**config.mk**
```make
export PLATFORM = sky130hd
export DESIGN_NAME = comparador_serial_ctrl
export DESIGN_NICKNAME = d
export VERILOG_FILES = /design/src/rtl/comparador_pkg.sv /design/src/rtl/celda_serial.sv /design/src/rtl/comparador_serial_ctrl.sv
export SDC_FILE = /design/constraint.sdc
export NUM_CORES = 1
export LEC_CHECK = 0
export ABC_AREA = 1
export BUFFER_PORTS_ARGS = -buffer_cell sky130_fd_sc_hd__buf_2
export CAP_MARGIN = 25
export CORE_AREA = 4 4 53 55
export DETAILED_ROUTE_END_ITERATION = 10
export DIE_AREA = 0 0 57 59
export PLACE_DENSITY = 0.69
export SLEW_MARGIN = 30
export SYNTH_ARGS = -nofsm -noshare
export SYNTH_HDL_FRONTEND = slang
export SYNTH_SLANG_ARGS = --single-unit
```
**constraint.sdc**
```tcl
create_clock -name clk -period 1.4 [get_ports clk]
set_input_delay 0.14 -clock clk [delete_from_list [all_inputs] [get_ports clk]]
set_output_delay 0.14 -clock clk [all_outputs]
set_load 0.1 [all_outputs]
```
**src/rtl/comparador_pkg.sv**
```systemverilog
// Shared types for the serial magnitude comparator: FSM state and relation encodings.
// Latency: n/a (types and pure functions only).
// Backpressure: n/a.
//
// Contents:
//   state_t     : controller state encoding (IDLE, RUN, DONE)
//   rel_t       : running relation between the operands (EQ, GT, LT)
//   rel_onehot  : relation -> {gt, eq, lt} one-hot decoding
//   cnt_width   : bit-position counter width, never less than 1
package comparador_pkg;

   typedef enum logic [1:0] {
      IDLE = 2'b00,
      RUN  = 2'b01,
      DONE = 2'b10
   } state_t;

   typedef enum logic [1:0] {
      EQ = 2'b00,
      GT = 2'b01,
      LT = 2'b10
   } rel_t;

   // Result bus ordering is {gt, eq, lt}.
   function automatic logic [2:0] rel_onehot(input rel_t r);
      logic [2:0] oh;
      case (r)
         GT:      oh = 3'b100;
         LT:      oh = 3'b001;
         default: oh = 3'b010;
      endcase
      return oh;
   endfunction

   // $clog2(1) is 0, which would give a zero-width counter for N=1.
   function automatic int cnt_width(input int n);
      return (n > 1) ? $clog2(n) : 1;
   endfunction

endpackage

```
**src/rtl/celda_serial.sv**
```systemverilog
// One-bit comparison cell, reused for every bit position of the serial comparator.
// Latency: purely combinational, zero cycles.
// Backpressure: none; output follows inputs.
//
// Ports:
//   a_bit, b_bit : the operand bits at the current position
//   rel_in       : relation accumulated over the lower bit positions
//   rel_out      : relation including this bit position
module celda_serial
   import comparador_pkg::*;
(
   input  logic a_bit,
   input  logic b_bit,
   input  rel_t rel_in,
   output rel_t rel_out
);

   // Bits are visited LSB first, so a differing bit overrides anything seen
   // below it; equal bits leave the lower-order verdict in place.
   always_comb begin
      rel_out = rel_in;
      if (a_bit && !b_bit) begin
         rel_out = GT;
      end else if (!a_bit && b_bit) begin
         rel_out = LT;
      end
   end

endmodule

```
**src/rtl/comparador_serial_ctrl.sv**
```systemverilog
// Serial N-bit magnitude comparator: latches A/B on start, walks bits LSB first through one shared cell.
// Latency: start accepted at edge k -> done pulse in the cycle after edge k+N; one comparison per N+1 cycles.
// Backpressure: none; start is only accepted when not busy computing (IDLE, or the edge leaving DONE), otherwise dropped.
//
// Ports:
//   clk, rst   : clock and asynchronous active-high reset
//   start      : comparison request
//   A, B       : operands, sampled only on the accepting edge
//   busy       : high in RUN and DONE
//   done       : one-cycle pulse, results valid from this cycle
//   gt, eq, lt : registered one-hot result, held until the next DONE or reset
module comparador_serial_ctrl
   import comparador_pkg::*;
#(
   parameter int N  = 3,
   parameter int CW = cnt_width(N)
)
(
   input  logic         clk,
   input  logic         rst,
   input  logic         start,
   input  logic [N-1:0] A,
   input  logic [N-1:0] B,
   output logic         busy,
   output logic         done,
   output logic         gt,
   output logic         eq,
   output logic         lt
);

   state_t         state;
   state_t         state_nxt;
   logic [CW-1:0]  cnt;
   logic [N-1:0]   ra;
   logic [N-1:0]   rb;
   rel_t           rel;
   rel_t           rel_nxt;
   logic           a_sel;
   logic           b_sel;
   logic           last_bit;
   logic           accept;
   logic           step;
   logic           load_res;

   // ------------------------------------------------------------------
   // Shared comparison cell, fed by the counter-selected operand bits
   // ------------------------------------------------------------------
   assign a_sel    = ra[cnt];
   assign b_sel    = rb[cnt];
   assign last_bit = (cnt == CW'(N - 1));

   celda_serial u_celda (
      .a_bit   (a_sel),
      .b_bit   (b_sel),
      .rel_in  (rel),
      .rel_out (rel_nxt)
   );

   // ------------------------------------------------------------------
   // FSM: state register
   // ------------------------------------------------------------------
   always_ff @(posedge clk or posedge rst) begin
      if (rst) begin
         state <= IDLE;
      end else begin
         state <= state_nxt;
      end
   end

   // ------------------------------------------------------------------
   // FSM: next-state logic
   // ------------------------------------------------------------------
   // The edge that leaves DONE may accept a new request directly. This is
   // what gives the N+1 cycle spacing when start is held high; a request
   // seen while the walk is in progress is simply dropped.
   always_comb begin
      state_nxt = state;
      case (state)
         IDLE: begin
            if (start) begin
               state_nxt = RUN;
            end
         end
         RUN: begin
            if (last_bit) begin
               state_nxt = DONE;
            end
         end
         DONE: begin
            state_nxt = start ? RUN : IDLE;
         end
         default: begin
            state_nxt = IDLE;
         end
      endcase
   end

   // ------------------------------------------------------------------
   // FSM: outputs and datapath enables
   // ------------------------------------------------------------------
   always_comb begin
      busy     = 1'b0;
      done     = 1'b0;
      accept   = 1'b0;
      step     = 1'b0;
      load_res = 1'b0;
      case (state)
         IDLE: begin
            accept = start;
         end
         RUN: begin
            busy     = 1'b1;
            step     = 1'b1;
            load_res = last_bit;
         end
         DONE: begin
            busy   = 1'b1;
            done   = 1'b1;
            accept = start;
         end
         default: begin
            busy = 1'b0;
         end
      endcase
   end

   // ------------------------------------------------------------------
   // Operand, counter and relation registers
   // ------------------------------------------------------------------
   always_ff @(posedge clk or posedge rst) begin
      if (rst) begin
         ra  <= '0;
         rb  <= '0;
         cnt <= '0;
         rel <= EQ;
      end else if (accept) begin
         ra  <= A;
         rb  <= B;
         cnt <= '0;
         rel <= EQ;
      end else if (step) begin
         rel <= rel_nxt;
         // Park on the top bit rather than wrapping; the next accept clears it.
         if (!last_bit) begin
            cnt <= cnt + CW'(1);
         end
      end
   end

   // ------------------------------------------------------------------
   // Result registers: only the final RUN edge updates them, so they stay
   // stable for the whole of the following comparison.
   // ------------------------------------------------------------------
   always_ff @(posedge clk or posedge rst) begin
      if (rst) begin
         gt <= 1'b0;
         eq <= 1'b0;
         lt <= 1'b0;
      end else if (load_res) begin
         {gt, eq, lt} <= rel_onehot(rel_nxt);
      end
   end

endmodule

```
==> results.yml, run 1 <==
setup_path:
  worst-setup-path-type: "reg -> reg"
  critPathMostFrequentCell: "nand2_2"
  cp_slowest_stage_delay_ps: 410
  worst_setup_path_start_kind: "flop"
  crit_family: "simple AND/OR/NAND/NOR gates"
  crit_arrival_ps: 1780
  crit_fanout: 4
  slowest_stage: "dfrtp_1"
  crit_buf_inv: 3
  critical_path_required_ps: 1570
  cp-end-kind: "flop"
  worstPathCellList: "inv_2 > nand2_4 > nor2_4 > inv_1 > nand2_1 > nand2_2 > nand2_2 > nand2_2 > inv_2 > ha_4 > mux2_2"
grt:
  grt_pass1_vias: 701
  grt_pass1_wl_mm: 2.87
  grt_usage_pct: 11.3
  grt_max_degree: 16
  antenna_found_initial: 0
  grt_overflow_total: 0
cts:
  cts_buffers: 3
  h-tree-depth: 1
  clk-insertion-delay-late_ps: 270
  clkTransAtPathRegs_ps: 80
  cts_tree: "yes"
  numClockSinks: 15
  cts_buffer_depth: 2
  root_buffer: "clkbuf_4"
sta:
  setup_viol_count_final: 7
  slew_viol_final: 0
  max_slew.worst_pin.slew_ps: 576
  setup_slack_ps: -218
  clock_skew_ps: 1.37
  grt_setup_unrepaired: "true"
  relSlewSlack_pct: 61.5
  min_period_ps: 1620
  fin_crit_sh_pct: 116
  clock.fmax_mhz: 618
  hold_viol_final: 0
floorplan:
  ioPinCount: 14
  rows: 18
  initial_core_util_pct: 36.4
  core_mm2: 0.00239
  die_w_um: 57
  die_area_mm2: 0.00336
  die_height_um: 59
detailed_routing:
  wirelength_mm: 1.71
  remaining_drc_errors: 0
  viasPerCell: 4.34
  drtIter0Drc: 8
  vias: 698
  wl_per_cell_um: 10.6
  dr.pass1.iters: 4
  postRouteAntennaNets: 0
placement:
  dp_hpwl_mm: 1.23
  place_area_mm2: 0.00102
  io_buffers: 13
  place_ws_ps: -206
  place_congestion: 0.726
synth:
  ys_seq_area_share_pct: 43.2
  synth_area_um2: 868
  netlist.area_leader.share_pct: 43.2
  ys_types: 19
  ys_top_cells_by_area: "dfrtp_1, nand2_1, ha_1"
  syn_avg_cell_area_um2: 8.51
  synth_seq_cells: 15
  syn_nets: 118
  yosysWarnings: 0
  yosysTopAreaCell: "dfrtp_1"
  syn_inst: 102
layout:
  layout_common_cells: "nand2_1, dfrtp_1, inv_1, buf_4, buf_2"
  final_common_cell: "nand2_1"
  final_util_pct: 49.5
  drive_gt1_share_pct: 43.5
  antenna_cells: 0
  final_nets: 148
  syn2layout_area_growth_pct: 36.2
  stdcell_area_mm2: 0.00118
flow_run:
  drv_cap: 0
outcome:
  violations: "setup timing"
  status: "complete, but fails checks"
worst_hold_path:
  hold_path.class: "in -> reg"
==> area by class of cell <==
class / instances / area (µm²)
Timing Repair Buffer: 26 / 195
Multi-Input combinational cell: 69 / 482
Sequential cell: 15 / 375
Tap cell: 30 / 37.5
Fill cell: 248 / 1200
Clock buffer: 4 / 26.3
Inverter: 17 / 66.3
==> Yosys cell counts, drive strengths merged <==
master and count:
a21oi 3, buf 1, dfrtp 15, ha 7
inv 17, mux2 3, nand2 41, nand3 2
nor2 5, o21ai 5, o22ai 1, o31ai 1
or2 1
==> layer usage <==
metal,GRT usage [%],wire length [µm],vias to the layer above
met5,0,0,-
met4,7.95,28,0
met3,1.96,38,2
met2,20.6,891,10
met1,11.9,749,320
li1,-,-,366
==> worst min-delay path, stage by stage <==
cell and delay (ps):
buf_2 70, nand2_1 40, nand2_1 40
==> kinds of logic after synthesis <==
group                    synth area share [%]
AO/OA/AOI/OAI                            7.49
buffers and inverters                    8.65
adder cells (fa/ha/maj)                  10.1
flip-flops                               43.2
AND/OR/NAND/NOR                          26.7
multiplexers                             3.89
==> registers in the layout, indices dropped and copies added, names as in the netlist <==
signal and cells:
cnt 2, rel 2, lt 1, ra 3, state 2, gt 1, eq 1, rb 3
==> stage by stage <==
| stage | hold WS [ps] | instances | TNS [ps] |
|---|---|---|---|
| after detailed placement | 245 | 148 | -463 |
| after CTS | 47.4 | 158 | -949 |
| after global placement | 220 | 148 | -326 |
| after floorplan | 41.5 | 102 | -328 |
| final | 53.9 | 161 | -960 |
| after global routing | 61.1 | 161 | -1730 |
==> final timing paths <==
check / end / cells after the start / startpoint / slack [ps]
min in group asynchronous: gt / 3 / rst / 460
max in group asynchronous: ra[2] / 3 / rst / 560
setup / recovery: eq / 11 / cnt[0] / -220
hold / removal: ra[1] / 3 / A[1] / 50
hold reg to reg: ra[1] / 2 / ra[1] / 490
setup reg to reg: eq / 11 / cnt[0] / -220
==> repair_timing <==
action / CTS / global route
hold buffers: 1 / 0
setup buffers: 5 / 3
endpoints found under the hold margin: 15 / 0
pin swaps: 3 / 1
gates resized for setup: 6 / 7
endpoints found under the setup margin: 6 / 9
Power of run 1 is left out: the tool's default activity adds up to more than one toggle a clock period on the data nets, which glitch-free logic cannot reach.
==> run 2, diff against run 1 <==
--- a/config.mk
+++ b/config.mk
@@ -8,11 +8,14 @@
 export ABC_AREA = 1
 export BUFFER_PORTS_ARGS = -buffer_cell sky130_fd_sc_hd__buf_2
 export CAP_MARGIN = 25
-export CORE_AREA = 4 4 53 55
+export CORE_AREA = 4 4 52 54
+export CTS_CLUSTER_DIAMETER = 200
 export DETAILED_ROUTE_END_ITERATION = 10
-export DIE_AREA = 0 0 57 59
-export PLACE_DENSITY = 0.69
+export DIE_AREA = 0 0 56 58
+export GPL_TIMING_DRIVEN = 0
+export PLACE_DENSITY = 0.71
 export SLEW_MARGIN = 30
 export SYNTH_ARGS = -nofsm -noshare
 export SYNTH_HDL_FRONTEND = slang
+export SYNTH_HIERARCHICAL = 1
 export SYNTH_SLANG_ARGS = --single-unit
==> run 2 against run 1 <==
The flow still finishes with violations (setup timing). Design area increased by 3.7%. Core utilization grew 5.9 points. Flip-flop and latch count is the same. Critical endpoint unchanged. Highest routed layer unchanged.
==> results.yml, run 2 <==
grt:
  grt_pass1_wl_mm: 3.09
  grt_usage_pct: 12.0
  grt_overflow_total: 0
  antenna_found_initial: 0
  grt_max_degree: 16
  grt_pass1_vias: 743
floorplan:
  die_height_um: 58
  die_w_um: 56
  die_area_mm2: 0.00325
  ioPinCount: 14
  core_mm2: 0.00221
  rows: 17
  initial_core_util_pct: 38.7
sta:
  setup_slack_ps: -162
  fin_setup_tns_ps: -516
  hold_viol_final: 0
  min_period_ps: 1560
  clock_skew_ps: 3.77
  setup_viol_count_final: 5
  whs_ps: 89.6
  clock.fmax_mhz: 640
  max_slew.worst_pin.slew_ps: 566
  relSlewSlack_pct: 62.2
  grt_setup_unrepaired: "true"
  fin_crit_sh_pct: 112
  slew_viol_final: 0
detailed_routing:
  postRouteAntennaNets: 0
  remaining_drc_errors: 0
  wl_per_cell_um: 11.8
  viasPerCell: 4.67
  dr.pass1.iters: 3
  wirelength_mm: 1.92
  drtIter0Drc: 18
  vias: 762
setup_path:
  worst_setup_path_start_kind: "flop"
  worst-setup-path-type: "reg -> reg"
  rrSetupSlack_ps: -160
  cp-end-kind: "flop"
  crit_fanout: 5
  crit_arrival_ps: 1750
  critical_path_required_ps: 1590
layout:
  fillCellCount: 193
  antenna_cells: 0
  final_nets: 152
  layout_common_cells: "nand2_1, dfrtp_1, buf_4, inv_1, buf_2"
  final_common_cell: "nand2_1"
  drive_gt1_share_pct: 51.1
  reg_top3: "ra: 3 flops, rb: 3 flops"
  syn2layout_area_growth_pct: 43.3
worst_hold_path:
  hold_path.class: "in -> reg"
synth:
  netlist.area_leader.share_pct: 43.9
  synth_edf_count: 0
  synth_area_um2: 856
  ys_seq_area_share_pct: 43.9
  ys_types: 18
  synth_seq_cells: 15
  syn_nets: 120
  ys_top_cells_by_area: "dfrtp_1, nand2_1, ha_1"
  synth_common_cells: "nand2_1, inv_1, dfrtp_1"
  syn_inst: 104
  yosysTopAreaCell: "dfrtp_1"
  synth_most_common_cell: "nand2_1"
  ys.flop_type: "dfrtp_1"
  syn_avg_cell_area_um2: 8.23
  yosysWarnings: 6
  ys_async_sr_fraction_pct: 100
cts:
  cts_tree: "yes"
  cts_buffers: 3
  h-tree-depth: 1
  cts_buffer_depth: 2
  root_buffer: "clkbuf_4"
  clk-insertion-delay-late_ps: 290
  numClockSinks: 15
  clkTransAtPathRegs_ps: 90
outcome:
  violations: "setup timing"
  status: "complete, but fails checks"
placement:
  dp_hpwl_mm: 1.17
  place_congestion: 0.702
  io_buffers: 13
flow_run:
  drv_cap: 0
run 2: changes by cell type after synthesis, sizes merged, moves of 3 or more:
cell	previous run	this run
nand2	41	28
nor2	5	11
a21oi	3	8
nand3	2	7
inv	17	20
mux2	3	0
run 2: logic make-up (layout without fill, tap and decap cells):
family	after synthesis	after routing	share of synthesized area [%]
flops	15	15	43.9
fa+ha+maj	7	7	10.2
buf+inv	22	53	11.0
simple gates	46	46	23.8
compound gates	14	14	11.1
run 2: per-stage QoR:
step	cell area, µm²	util, %	worst slack, ps	instances
6_report	1230	55.4	-162	163
3_3_place_gp	966	43.7	-104	145
4_1_cts	1110	50.4	-107	156
3_5_place_dp	966	43.7	-129	145
5_1_grt	1230	55.4	-246	163
2_1_floorplan	866	-	-9.27	104
run 2: repair_timing:
item,4_1_cts,5_1_grt
hold buffers,1,0
resized for setup,20,12
endpoints found under the setup margin,5,10
endpoints found under the hold margin,15,0
gates cloned,0,0
setup buffers,6,7
pin swaps,3,10
run 2: critical path, cell delays in order (launching register included):
cell and delay (ps):
dfrtp_1 430, inv_2 120, nand2_1 60, nand3_1 70
nand2_2 100, nor2_4 160, inv_2 50, nand2_2 70
inv_2 60, ha_4 230, nand3_2 70, nand2_2 40
run 2: per-layer routing:
metal	routed length, µm	vias to the layer above	global-route usage, %
li1	-	385	-
met1	800	354	13.1
met2	965	17	21.9
met3	93	6	3.12
met4	61	0	5.08
met5	0	-	0
run 2: worst paths after layout:
path / startpoint / end / cells after the start
worst max-delay path: cnt[0] / eq / 11
worst min-delay path: B[2] / rb[2] / 3
worst max register to register: cnt[0] / eq / 11
worst min register to register: gt / gt / 2
max in group asynchronous: rst / ra[1] / 3
min in group asynchronous: rst / lt / 3
run 2: cell type report:
class / instances / area, µm² / area share, %
buffer: 2 / 18.8 / 1.53
clock buffer: 3 / 22.5 / 1.84
clock inverter: 1 / 5.00 / 0.408
inverter: 20 / 77.6 / 6.33
multi-input combinational: 67 / 489 / 39.9
sequential: 15 / 375 / 30.6
tap: 28 / 35.0 / 2.86
timing repair buffer: 27 / 203 / 16.5
Power of run 2 is left out for the same reason.
